===== config.mk =====
export PLATFORM = sky130hd
export DESIGN_NAME = game_state_tx_flat
export DESIGN_NICKNAME = d
export VERILOG_FILES = /design/src/rtl/game_state_tx_pkg.sv /design/src/rtl/game_state_tx_if.sv /design/src/rtl/game_state_tx_uart.sv /design/src/rtl/game_state_tx.sv /design/src/flat_wrapper.sv
export SDC_FILE = /design/constraint.sdc
export NUM_CORES = 1
export LEC_CHECK = 0
export BUFFER_PORTS_ARGS = -buffer_cell sky130_fd_sc_hd__buf_2
export CAP_MARGIN = 30
export CORE_UTILIZATION = 35
export CTS_CLUSTER_DIAMETER = 30
export CTS_CLUSTER_SIZE = 28
export DETAILED_ROUTE_END_ITERATION = 16
export PLACE_DENSITY = 0.55
export SYNTH_ARGS = -nofsm -noshare
export SYNTH_HDL_FRONTEND = slang
export SYNTH_SLANG_ARGS = --single-unit

===== constraint.sdc =====
create_clock -name clk -period 4.6 [get_ports clk]
set_clock_uncertainty 0.1 [all_clocks]
set_input_delay 0.92 -clock clk [delete_from_list [all_inputs] [get_ports clk]]
set_output_delay 0.92 -clock clk [all_outputs]
set_load 0.005 [all_outputs]

===== src/rtl/game_state_tx_pkg.sv =====
// Shared frame definitions for the game-state link (transmitter and peer receiver).
package game_state_tx_pkg;

    localparam logic [7:0] SYNC_BYTE     = 8'hA5;
    localparam int         FRAME_BYTES   = 7;
    localparam int         BITS_PER_BYTE = 10;

    localparam logic [2:0] B_SYNC  = 3'd0;
    localparam logic [2:0] B_SCORE = 3'd1;
    localparam logic [2:0] B_FLAGS = 3'd2;
    localparam logic [2:0] B_XHI   = 3'd3;
    localparam logic [2:0] B_XYMID = 3'd4;
    localparam logic [2:0] B_YLO   = 3'd5;
    localparam logic [2:0] B_CSUM  = 3'd6;

    // Bit positions inside B_FLAGS; the low nibble is reserved as zero.
    localparam int FLAG_ENDGAME = 7;
    localparam int FLAG_WHISTLE = 6;
    localparam int FLAG_THIRD   = 5;
    localparam int FLAG_POINT   = 4;

    typedef enum logic [1:0] {IDLE, SEND, DONE} tx_state_t;

    function automatic logic [7:0] frame_csum(input logic [7:0] b1, input logic [7:0] b2,
                                              input logic [7:0] b3, input logic [7:0] b4,
                                              input logic [7:0] b5);
        return b1 ^ b2 ^ b3 ^ b4 ^ b5;
    endfunction

endpackage


===== src/rtl/game_state_tx_if.sv =====
// Judge/ball state in, serial line and frame status out.
interface game_state_tx_if;
    logic        send_req;
    logic [3:0]  score_player1;
    logic [3:0]  score_player2;
    logic        flag_point;
    logic        thirdtouched;
    logic        whistle;
    logic        endgame;
    logic [11:0] xposball;
    logic [11:0] yposball;
    logic        tx;
    logic        busy;
    logic        frame_done;

    modport master (
        output send_req, score_player1, score_player2, flag_point, thirdtouched,
               whistle, endgame, xposball, yposball,
        input  tx, busy, frame_done
    );

    modport slave (
        input  send_req, score_player1, score_player2, flag_point, thirdtouched,
               whistle, endgame, xposball, yposball,
        output tx, busy, frame_done
    );
endinterface


===== src/rtl/game_state_tx_uart.sv =====
// One 8N1 byte onto a registered tx line; start accepted when ready, and ready
// includes the last stop-bit cycle so bytes can be chained with no gap.
module uart_tx_byte
    import game_state_tx_pkg::*;
#(
    parameter int BAUD_DIV = 564
) (
    input  logic       clk,
    input  logic       rst,
    input  logic       start,
    input  logic [7:0] data,
    output logic       tx,
    output logic       ready,
    output logic       done
);
    localparam int CNT_W = $clog2(BAUD_DIV);

    logic             active;
    logic [3:0]       bit_idx;
    logic [CNT_W-1:0] baud_cnt;
    logic [9:0]       shreg;

    assign done  = active && (bit_idx == 4'(BITS_PER_BYTE - 1))
                          && (baud_cnt == CNT_W'(BAUD_DIV - 1));
    assign ready = !active || done;

    always_ff @(posedge clk or posedge rst) begin
        if (rst) begin
            active   <= 1'b0;
            bit_idx  <= '0;
            baud_cnt <= '0;
            shreg    <= '1;
            tx       <= 1'b1;
        end else if (start && ready) begin
            active   <= 1'b1;
            bit_idx  <= '0;
            baud_cnt <= '0;
            shreg    <= {1'b1, data, 1'b0};
            tx       <= 1'b0;
        end else if (active) begin
            if (baud_cnt == CNT_W'(BAUD_DIV - 1)) begin
                baud_cnt <= '0;
                if (bit_idx == 4'(BITS_PER_BYTE - 1)) begin
                    active <= 1'b0;
                    tx     <= 1'b1;
                end else begin
                    // Line always shows shreg[0]; shifting exposes the next bit.
                    bit_idx <= bit_idx + 4'd1;
                    shreg   <= {1'b1, shreg[9:1]};
                    tx      <= shreg[1];
                end
            end else begin
                baud_cnt <= baud_cnt + CNT_W'(1);
            end
        end
    end
endmodule


===== src/rtl/game_state_tx.sv =====
// Snapshots judge/ball state on send_req and sends it as a 7-byte UART frame.
// Frame lasts 70*BAUD_DIV cycles; requests while busy are dropped, whistles are held over.
module game_state_tx #(
    parameter int         BAUD_DIV  = 564,
    parameter logic [7:0] SYNC_BYTE = game_state_tx_pkg::SYNC_BYTE
) (
    input  logic            clk,
    input  logic            rst,
    game_state_tx_if.slave  gs
);
    import game_state_tx_pkg::*;

    tx_state_t                   state_q, state_n;
    logic [FRAME_BYTES-1:0][7:0] frame_q;
    logic [2:0]                  byte_idx_q, byte_idx_n;
    logic                        whistle_pend;
    logic                        load, byte_start, byte_rdy, byte_done;
    logic [7:0]                  byte_dat;
    logic                        busy_q, frame_done_q;
    logic [7:0]                  s_score, s_flags, s_xhi, s_xymid, s_ylo;

    always_comb begin
        s_score                = {gs.score_player1, gs.score_player2};
        s_flags                = 8'h00;
        s_flags[FLAG_ENDGAME]  = gs.endgame;
        s_flags[FLAG_WHISTLE]  = whistle_pend | gs.whistle;
        s_flags[FLAG_THIRD]    = gs.thirdtouched;
        s_flags[FLAG_POINT]    = gs.flag_point;
        s_xhi                  = gs.xposball[11:4];
        s_xymid                = {gs.xposball[3:0], gs.yposball[11:8]};
        s_ylo                  = gs.yposball[7:0];
    end

    always_comb begin
        state_n    = state_q;
        byte_idx_n = byte_idx_q;
        load       = 1'b0;
        byte_start = 1'b0;
        byte_dat   = SYNC_BYTE;
        case (state_q)
            IDLE, DONE: begin
                state_n = IDLE;
                // The sync byte is a constant, so it can go out on the snapshot edge itself.
                if (gs.send_req && byte_rdy) begin
                    load       = 1'b1;
                    byte_start = 1'b1;
                    byte_idx_n = B_SYNC;
                    state_n    = SEND;
                end
            end
            SEND: begin
                if (byte_done) begin
                    if (byte_idx_q == B_CSUM) begin
                        state_n = DONE;
                    end else begin
                        byte_idx_n = byte_idx_q + 3'd1;
                        byte_start = 1'b1;
                        byte_dat   = frame_q[byte_idx_n];
                    end
                end
            end
            default: state_n = IDLE;
        endcase
    end

    always_ff @(posedge clk or posedge rst) begin
        if (rst) begin
            state_q      <= IDLE;
            byte_idx_q   <= '0;
            frame_q      <= '0;
            whistle_pend <= 1'b0;
            busy_q       <= 1'b0;
            frame_done_q <= 1'b0;
        end else begin
            state_q      <= state_n;
            byte_idx_q   <= byte_idx_n;
            busy_q       <= (state_n == SEND);
            frame_done_q <= (state_n == DONE);
            whistle_pend <= load ? 1'b0 : (whistle_pend | gs.whistle);
            if (load) begin
                frame_q <= {frame_csum(s_score, s_flags, s_xhi, s_xymid, s_ylo),
                            s_ylo, s_xymid, s_xhi, s_flags, s_score, SYNC_BYTE};
            end
        end
    end

    uart_tx_byte #(.BAUD_DIV(BAUD_DIV)) u_byte (
        .clk   (clk),
        .rst   (rst),
        .start (byte_start),
        .data  (byte_dat),
        .tx    (gs.tx),
        .ready (byte_rdy),
        .done  (byte_done)
    );

    assign gs.busy       = busy_q;
    assign gs.frame_done = frame_done_q;
endmodule


===== src/flat_wrapper.sv =====
// flat-port wrapper written by rule: the top's interface ports become plain ports
module game_state_tx_flat import game_state_tx_pkg::*;
#(
    parameter int         BAUD_DIV  = 564,
    parameter logic [7:0] SYNC_BYTE = game_state_tx_pkg::SYNC_BYTE
)
  (clk, rst, gs_send_req, gs_score_player1, gs_score_player2, gs_flag_point, gs_thirdtouched, gs_whistle, gs_endgame, gs_xposball, gs_yposball, gs_tx, gs_busy, gs_frame_done);
  game_state_tx_if gs_i ();
  input  logic clk;
  input  logic rst;
  input wire logic [$bits(gs_i.send_req)-1:0] gs_send_req;
  input wire logic [$bits(gs_i.score_player1)-1:0] gs_score_player1;
  input wire logic [$bits(gs_i.score_player2)-1:0] gs_score_player2;
  input wire logic [$bits(gs_i.flag_point)-1:0] gs_flag_point;
  input wire logic [$bits(gs_i.thirdtouched)-1:0] gs_thirdtouched;
  input wire logic [$bits(gs_i.whistle)-1:0] gs_whistle;
  input wire logic [$bits(gs_i.endgame)-1:0] gs_endgame;
  input wire logic [$bits(gs_i.xposball)-1:0] gs_xposball;
  input wire logic [$bits(gs_i.yposball)-1:0] gs_yposball;
  output wire logic [$bits(gs_i.tx)-1:0] gs_tx;
  output wire logic [$bits(gs_i.busy)-1:0] gs_busy;
  output wire logic [$bits(gs_i.frame_done)-1:0] gs_frame_done;
  assign gs_i.send_req = gs_send_req;
  assign gs_i.score_player1 = gs_score_player1;
  assign gs_i.score_player2 = gs_score_player2;
  assign gs_i.flag_point = gs_flag_point;
  assign gs_i.thirdtouched = gs_thirdtouched;
  assign gs_i.whistle = gs_whistle;
  assign gs_i.endgame = gs_endgame;
  assign gs_i.xposball = gs_xposball;
  assign gs_i.yposball = gs_yposball;
  assign gs_tx = gs_i.tx;
  assign gs_busy = gs_i.busy;
  assign gs_frame_done = gs_i.frame_done;
  game_state_tx #(.BAUD_DIV(BAUD_DIV), .SYNC_BYTE(SYNC_BYTE)) u_core (.clk(clk), .rst(rst), .gs(gs_i));
endmodule

==> Word level (Yosys, flattened, before mapping) <==
Cells that the tools add are included.
{ "totals": {"register_bits": 79, "out_inout_bits": 3, "elab_cells": 89} }
{ "classes": {"add_sub_neg": 3, "n_lt_le_gt_ge": 1, "n_eq_ne": 11, "n_mux": 38, "bitwise": 5, "reduce_logical": 14} }
{ "op_table": {"columns": ["op", "count"], "rows": [
  ["10-bit 2-to-1 mux", 7],
  ["8-bit 2-to-1 mux", 4],
  ["8-bit XOR", 4],
  ["8-bit binary-select mux with 3-bit select", 1],
  ["4-bit 2-to-1 mux", 4],
  ["1-bit 2-to-1 mux", 14],
  ["10-bit by 1-bit adder with 10-bit output, second input constant", 1],
  ["10-bit equality test, second input constant", 1],
  ["3-bit 2-to-1 mux", 3],
  ["3-bit one-hot mux with 2 select lines", 1],
  ["2-bit nonzero test", 3],
  ["4-bit by 1-bit adder with 4-bit output, second input constant", 1],
  ["2-bit by 1-bit equality test with 1-bit output, second input constant", 2],
  ["2-bit equality test, second input constant", 2],
  ["4-bit equality test, second input constant", 1],
  ["1-bit logical AND", 4],
  ["3-bit by 4-bit less-than comparator with 1-bit output, second input constant", 1],
  ["2-bit 2-to-1 mux", 2],
  ["2-bit by 1-bit inequality test with 1-bit output, second input constant", 2],
  ["2-bit inequality test, second input constant", 2],
  ["2-bit one-hot mux with 2 select lines", 1],
  ["4-bit AND reduction", 1],
  ["3-bit by 1-bit adder with 3-bit output, second input constant", 1],
  ["3-bit equality test, second input constant", 1],
  ["other kinds (8)", 8]
]} }

==> Longest topological paths before layout <==
Gate-level depths: netlist of the first run.
{ "logic_depth": {"depth_word": 10, "mapped_depth": 10, "ltp_nobuf": 7} }

==> Hierarchy <==
A second synthesis of the first run with hierarchy kept.
{ "unflattened": {"cells_unflattened": 423, "area_unflattened_um2": 4011.3} }
{ "by_module_without_submodules": {"columns": ["mod", "n_inst", "cells_per_inst", "area_per_inst_um2"], "rows": [
  ["game_state_tx", 1, 305, 2718.9],
  ["uart_tx_byte", 1, 118, 1292.5]
]} }

==> Worst setup path before layout of the first run <==
OpenSTA, ideal clock, no wires.
{ "synth_path": {"path_type": "register to register", "start": "register u_core.byte_idx_q[0]", "end": "register u_core.u_byte.shreg[6]", "arrival_time_ps": 2438, "required_ps": 4418, "slack_ps": 1980, "path_stages_with_launch": 10, "synth_period_minus_slack_ps": 2620, "cell_sequence": "dfrtp_1 clkbuf_1 inv_1 ha_1 buf_2 clkbuf_1 mux4_2 mux2i_1 a2bb2oi_1 mux2_2"} }
{ "synth_between": {"elab_chain_cells": 7, "word_cells_on_any_way": 16, "cone_classes": "add/sub (1); eq/ne (2); mux (9); reduce/logical (4)"} }
{ "synth_rtl": {"columns": ["element", "line_no", "source"], "rows": [
  ["start: declaration", "game_state_tx.sv:15", "logic [2:0] byte_idx_q, byte_idx_n;"],
  ["start signal: assignment", "game_state_tx.sv:76", "byte_idx_q <= byte_idx_n;"],
  ["3-bit by 1-bit adder with 3-bit output / 3-bit equality test (equally long branches)", "game_state_tx.sv:56, game_state_tx.sv:53", null],
  ["8-bit binary-select mux with 3-bit select / 1-bit 2-to-1 mux (equally long branches)", "game_state_tx.sv:58, game_state_tx.sv:53", null],
  ["8-bit 2-to-1 mux (implied by the code) / 1-bit 2-to-1 mux (equally long branches)", "game_state_tx.sv:58, game_state_tx.sv:52", null],
  ["8-bit 2-to-1 mux / 1-bit one-hot mux with 2 select lines (equally long branches)", "game_state_tx.sv:53, game_state_tx.sv:40", null],
  ["8-bit 2-to-1 mux / 1-bit logical AND (equally long branches)", "game_state_tx.sv:52, game_state_tx_uart.sv:34", null],
  ["8-bit 2-to-1 mux, or another cell as far along", "game_state_tx.sv:40", "case (state_q)"],
  ["10-bit 2-to-1 mux / 3-bit AND reduction (equally long branches)", null, null],
  ["end signal: assignment", "game_state_tx_uart.sv:38", "shreg <= {1'b1, data, 1'b0};"],
  ["end signal: assignment", "game_state_tx_uart.sv:49", "shreg <= {1'b1, shreg[9:1]};"],
  ["end: declaration", "game_state_tx_uart.sv:21", "logic [9:0] shreg;"]
]} }
Parallel ways exist; a longest one is shown, timed or not. The select of a mux whose other input is x is not followed.
A chain may end at the register's enable or synchronous reset.

==> Final worst setup path of the first run <==
{ "layout_path": {"start": "register u_core.byte_idx_q[0]", "end": "register u_core.u_byte.shreg[3]"} }
The elaborated chain is that of the path after synthesis.

==> results of run 1 <==
-- cells by family after synthesis --
family / count (synthesis) / share of synthesized area, %
buffers and inverters: 21 / 2.480
xor gates and xnor gates: 36 / 8.013
adders and majority gates: 5 / 1.590
DFF: 77 / 49.25
AOI/OAI and AO/OA: 59 / 10.18
muxes: 61 / 17.71
and+or+nand+nor: 76 / 10.78
-- sequential cells by signal (all words and copies together), names as in the netlist, 2 cells and up --
name and cells:
u_core.u_byte.baud_cnt 10, u_core.frame_q 45, u_core.byte_idx_q 3, u_core.state_q 2, u_core.u_byte.shreg 8, u_core.u_byte.bit_idx 4
-- power groups by stage --
stage / Clock (W) / Sequential, W / Combinational (W)
CTS: 0.000518 / 0.000790 / 0.000220
finish: 0.000499 / 0.000791 / 0.000215
global route: 0.000546 / 0.000797 / 0.000247
global placement: 0 / 0.000803 / 0.000210
detailed placement: 0 / 0.000804 / 0.000218
floorplan: 0 / 0.000788 / 0.000161
-- worst paths after layout --
kind | slack, ns | end | start
worst max-delay path | 1.33 | u_core.u_byte.shreg[3]$_DFFE_PP1P_ | u_core.byte_idx_q[0]$_DFFE_PP0P_
worst min-delay path | 0.38 | u_core.frame_q[48]$_DFFE_PP0N_ | u_core.frame_q[48]$_DFFE_PP0N_
worst max register to register | 1.33 | u_core.u_byte.shreg[3]$_DFFE_PP1P_ | u_core.byte_idx_q[0]$_DFFE_PP0P_
worst min register to register | 0.38 | u_core.frame_q[48]$_DFFE_PP0N_ | u_core.frame_q[48]$_DFFE_PP0N_
max in group asynchronous | 3.08 | u_core.u_byte.shreg[7]$_DFFE_PP1P_ | rst
min in group asynchronous | 0.46 | u_core.frame_q[31]$_DFFE_PP0N_ | rst
-- routing by layer --
| metal | up-vias | global-route usage [%] | wire length [um] | share of wire (%) |
|---|---|---|---|---|
| met1 | 1251 | 18.79 | 3560 | 47 |
| li1 | 1285 | - | - | - |
| met3 | 11 | 4.039 | 258 | 3.4 |
| met4 | 0 | 6.164 | 135 | 1.8 |
| met5 | - | 0 | 0 | 0 |
| met2 | 34 | 23.66 | 3543 | 47 |
-- critical path, stage by stage, from the launching register on --
cell	delay (ns)
dfrtp_1	0.76
inv_1	0.23
ha_1	0.96
mux2_2	0.42
a221o_1	0.29
o21ai_0	0.08
a2bb2oi_1	0.09
mux2_2	0.28
-- metrics by stage --
stage / hold WS (ns) / setup WS [ns] / power [W] / area (sq um)
after floorplan: 0.3492 / 1.628 / 0.0009495 / 3935
after global placement: 0.3629 / 1.434 / 0.001013 / 4278
after detailed placement: 0.3688 / 1.335 / 0.001022 / 4298
after CTS: 0.3887 / 1.306 / 0.001528 / 4494
after global routing: 0.4092 / 0.9612 / 0.001590 / 4494
final: 0.3843 / 1.325 / 0.001505 / 4494
-- layout by cell type (no fill, tap or decap), types with 6 or more instances in the layout --
| cell | instances |
|---|---|
| o21ai_1 | 8 |
| xor2_1 | 6 |
| mux2_1 | 35 |
| xnor2_1 | 30 |
| dfstp_2 | 9 |
| buf_2 | 41 |
| mux2i_1 | 10 |
| nor2_1 | 15 |
| dfrtp_1 | 68 |
| mux2_2 | 14 |
| nand2_1 | 17 |
| nand3_1 | 14 |
| clkbuf_8 | 12 |
| o21ai_0 | 22 |
-- layout make-up --
type / instances / area [sq um]
Fill cell: 1071 / 6394
Sequential cell: 77 / 1938
Multi-Input combinational cell: 237 / 1907
Timing Repair Buffer: 46 / 255.2
Tap cell: 140 / 175.2
Clock buffer: 12 / 165.2
Clock inverter: 4 / 31.28
Inverter: 6 / 22.52
==> results.sh, run 1 <==
export IMPL_cts_root_buf="clkbuf_8"
export IMPL_synth_distinct_cells=47
export IMPL_setup_tns_ns=0
export IMPL_antennaDiodeCount=0
export IMPL_end_kind="flop"
export IMPL_rsz0062_at_grt="false"
export IMPL_track_usage_pct=14.79
export IMPL_routedWlPerCell_um=14.36
export IMPL_synth_enable_flop_cells=0
export IMPL_vias=2581
export IMPL_grt_pass1_wl_mm=13.19
export IMPL_ys_async_sr_fraction_pct=100.0
export IMPL_critical_path_class="flop to flop"
export IMPL_cp_arrival_ns=3.48
export IMPL_post_cts_buffers=0
export IMPL_synth_top_cell_area_share_pct=43.24
export IMPL_via_per_inst=4.944
export IMPL_portBuffers=41
export IMPL_hpwl_mm=5.302
export IMPL_cp_max_fo=22
export IMPL_floorplan_initialDensity_pct=36.14
export IMPL_p_seq_share_pct=52.5
export IMPL_synth_top_cells_by_count="dfrtp_1, mux2_1, xnor2_1, o21ai_0, nand2_1"
export IMPL_cts_buffer_depth=2
export IMPL_final_hold_viol_count=0
export IMPL_ys_seq_area_share_pct=49.25
export IMPL_syn_to_final_growth_pct=14.21
export IMPL_switchingPower_w=0.0004201
export IMPL_rows=38
export IMPL_drt_wl_total_mm=7.498
export IMPL_p_sw_share_pct=27.91
export IMPL_cts_hold_buf=0
export IMPL_fmax_mhz=305.4
export IMPL_status="completed"
export IMPL_synth_nets=379
export IMPL_final_util_pct=41.28
export IMPL_ys_seq_elements=77
export IMPL_instances_no_fill=522
export IMPL_place_inst=506
export IMPL_start_kind="flop"
export IMPL_slew_headroom_pct=38.59
export IMPL_synth_area_leaders="dfrtp_1, mux2_1, xnor2_1"
export IMPL_vdd_drop_max_mv=0.1964
export IMPL_cts_tree="done"
export IMPL_pwr_share_comb_pct=14.3
export IMPL_hp_class="flop to flop"
export IMPL_numCtsBuffers=9
export IMPL_synth_most_common_cell="dfrtp_1"
export IMPL_cts_resized=0
export IMPL_drt_iter0_markers=104
export IMPL_fin_nets=421
export IMPL_drt_pass1_iterations=4
export IMPL_synth_warnings=0
export IMPL_cts_max_level=3
export IMPL_cap_violations=0
export IMPL_synth_flop_cell="dfrtp_1"
export IMPL_p_leak_nw=2.118
export IMPL_grt_pass1_vias=2686
export IMPL_worstPathRequired_ns=4.80
export IMPL_setup_violations_final=0
export IMPL_worst_slew_pin_slew_ns=0.9212
export IMPL_r2r_cells=7
export IMPL_antenna_found_initial=0
export IMPL_grt_max_degree=60
export IMPL_drc_errors=0
export IMPL_drive_gt1_share_pct=25.13
export IMPL_maxSlewViolCount=0
export IMPL_period_share_pct=71.19
export IMPL_synth_area_sq_um=3935
export IMPL_synthCells=335
export IMPL_die_area_sq_um=11670
export IMPL_avgSynthCellArea_sq_um=11.75
export IMPL_cts_sinks=77
export IMPL_grt_overflow=0
export IMPL_internal_power_w=0.001085
export IMPL_yosysTopAreaCell="dfrtp_1"
export IMPL_ios=42
export IMPL_clkPwrFrac_pct=33.2
export IMPL_die_y_um=108.0
export IMPL_holdPathStages=2
export IMPL_die_w_um=108.0
export IMPL_postRouteAntennaNets=0
export IMPL_worst_skew_pair_late_latency_ns=0.36
export IMPL_core_area_sq_um=10890
export IMPL_gp_congestion=0.7775
export IMPL_min_period_ns=3.275
export IMPL_p_per_area_nw_per_um2=334.9
export IMPL_clkTransAtPathRegs_ns=0.08
Power figures use the tool's default switching activity.
==> run 2: changes to the inputs <==
- clock period: 4.6 -> 3.2 ns (I/O delays scaled with it)
==> run 2 against run 1 <==
Fmax increased by 27%. Core utilization increased by 0.11 points. Die area unchanged. Routed wire length increased by 3.7%. Worst setup slack got worse by 0.70 ns. Cell area increased by 0.28%. Critical path depth unchanged.
==> results.sh, run 2 (same netlist as run 1, synthesis figures left out) <==
export IMPL_critical_path_class="flop to flop"
export IMPL_vias=2608
export IMPL_clkTransAtPathRegs_ns=0.08
export IMPL_ios=42
export IMPL_cts_sinks=77
export IMPL_critPathMaxStageDelay_ns=0.40
export IMPL_path_cells="buf_4 -> ha_1 -> xnor2_1 -> mux2_2 -> a221o_1 -> a32o_1 -> mux2_2"
export IMPL_grt_max_degree=60
export IMPL_antennaDiodeCount=0
export IMPL_core_area_sq_um=10890
export IMPL_drc_errors=0
export IMPL_fmax_mhz=388.5
export IMPL_hp_class="input pin to async pin"
export IMPL_routedWlPerCell_um=14.86
export IMPL_cts_resized=0
export IMPL_largest_reg_flops=45
export IMPL_rows=38
export IMPL_largestRegisters="u_core.frame_q (45), u_core.u_byte.baud_cnt (10), u_core.u_byte.shreg (8)"
export IMPL_die_y_um=108.0
export IMPL_postRouteAntennaNets=0
export IMPL_path_delay_family="multiplexers"
export IMPL_vdd_drop_max_mv=0.2411
export IMPL_floorplan_initialDensity_pct=36.14
export IMPL_grt_util_met3_pct=3.436
export IMPL_fin_nets=422
export IMPL_crit_top_cell="mux2_2"
export IMPL_grt_pass1_vias=2645
export IMPL_drt_wl_total_mm=7.773
export IMPL_die_w_um=108.0
export IMPL_cp_num_buf_inv=1
export IMPL_cts_max_level=3
export IMPL_gp_congestion=0.7471
export IMPL_status="completed"
export IMPL_end_kind="flop"
export IMPL_worst_slew_pin_slew_ns=0.6869
export IMPL_cts_tree="done"
export IMPL_syn_to_final_growth_pct=14.53
export IMPL_period_share_pct=80.45
export IMPL_use_met1_pct=19.01
export IMPL_cts_hold_buf=0
export IMPL_min_period_ns=2.574
export IMPL_die_area_sq_um=11670
export IMPL_rsz0062_at_grt="false"
export IMPL_drt_pass1_iterations=4
export IMPL_p_per_area_nw_per_um2=487.5
export IMPL_worst_skew_pair_late_latency_ns=0.36
export IMPL_cpMaxStageDelayCell="dfrtp_1"
export IMPL_worstPathRequired_ns=3.38
export IMPL_final_common_cell="dfrtp_1"
export IMPL_portBuffers=41
export IMPL_setup_violations_final=0
export IMPL_cap_violations=0
export IMPL_drive_gt1_share_pct=25.07
export IMPL_slew_headroom_pct=54.20
export IMPL_via_per_inst=4.987
export IMPL_maxSlewViolCount=0
export IMPL_cts_root_buf="clkbuf_8"
export IMPL_grt_use_met2_pct=24.16
export IMPL_grt_overflow=0
export IMPL_drt_iter0_markers=78
export IMPL_p_total_w=0.002197
export IMPL_p_leak_nw=2.130
export IMPL_antenna_found_initial=0
export IMPL_busiest_layer="met2"
export IMPL_track_usage_pct=14.80
export IMPL_final_hold_viol_count=0
export IMPL_cp_max_fo=18
export IMPL_setup_tns_ns=0
export IMPL_cts_buffer_depth=2
export IMPL_numCtsBuffers=9
export IMPL_grt_pass1_wl_mm=13.26
export IMPL_mostFrequentLayoutCells="dfrtp_1, buf_2, mux2_1, xnor2_1, o21ai_0"
export IMPL_max_flop_register="u_core.frame_q"
export IMPL_hpwl_mm=5.433
export IMPL_post_cts_buffers=0
export IMPL_cp_arrival_ns=2.76
export IMPL_start_kind="flop"
run 2: cell types whose count changed in the layout (fill, tap and decap cells not counted), sizes merged:
cell and delta:
clkinvlp -2, bufinv +1, buf +1, clkbuf -1, clkinv +2
run 2: worst register-to-register path, cell delays in order (launching register included):
cell,delay [ns]
dfrtp_1,0.40
buf_4,0.21
ha_1,0.25
xnor2_1,0.35
mux2_2,0.39
a221o_1,0.30
a32o_1,0.25
mux2_2,0.26
run 2: worst paths after layout:
check	cells past startpoint	end	startpoint	slack (ns)
max in group asynchronous	3	u_core.u_byte.shreg[2]$_DFFE_PP1P_	rst	1.98
setup / recovery	7	u_core.u_byte.shreg[2]$_DFFE_PP1P_	u_core.byte_idx_q[0]$_DFFE_PP0P_	0.63
setup reg to reg	7	u_core.u_byte.shreg[2]$_DFFE_PP1P_	u_core.byte_idx_q[0]$_DFFE_PP0P_	0.63
min in group clk	1	u_core.whistle_pend$_DFF_PP0_	u_core.whistle_pend$_DFF_PP0_	0.38
hold reg to reg	1	u_core.whistle_pend$_DFF_PP0_	u_core.whistle_pend$_DFF_PP0_	0.38
hold / removal	2	u_core.gs.frame_done$_DFF_PP0_	rst	0.26
run 2: cell type report:
type | count | area (sq um)
multi-input combinational | 237 | 1907
clock inverter | 5 | 60.06
inverter | 6 | 22.52
fill | 1041 | 6381
tap | 140 | 175.2
timing repair buffer | 47 | 262.8
sequential | 77 | 1938
clock buffer | 11 | 141.4
run 2: through the flow:
step           instances  area (sq um)  util, %  hold WS, ns  setup slack, ns
2_1_floorplan        335          3935        -       0.3492           0.5082
3_3_place_gp         507          4305    39.54       0.3626           0.6091
3_5_place_dp         507          4305    39.54       0.3682           0.6027
4_1_cts              523          4507    41.39       0.2723           0.5848
5_1_grt              523          4507    41.39       0.3008           0.5031
6_report             523          4507    41.39       0.2568           0.6257
run 2: power by group:
group,internal [W],switching [W]
logic,0.000155,0.000158
clock network,0.000383,0.000365
registers,0.00106,0.0000758
total,0.00160,0.000600
run 2: layer usage:
layer	part of all wire, %	routed length, um
met5	0	0
met4	1.2	91
met3	2.8	219
met2	48	3725
met1	48	3737
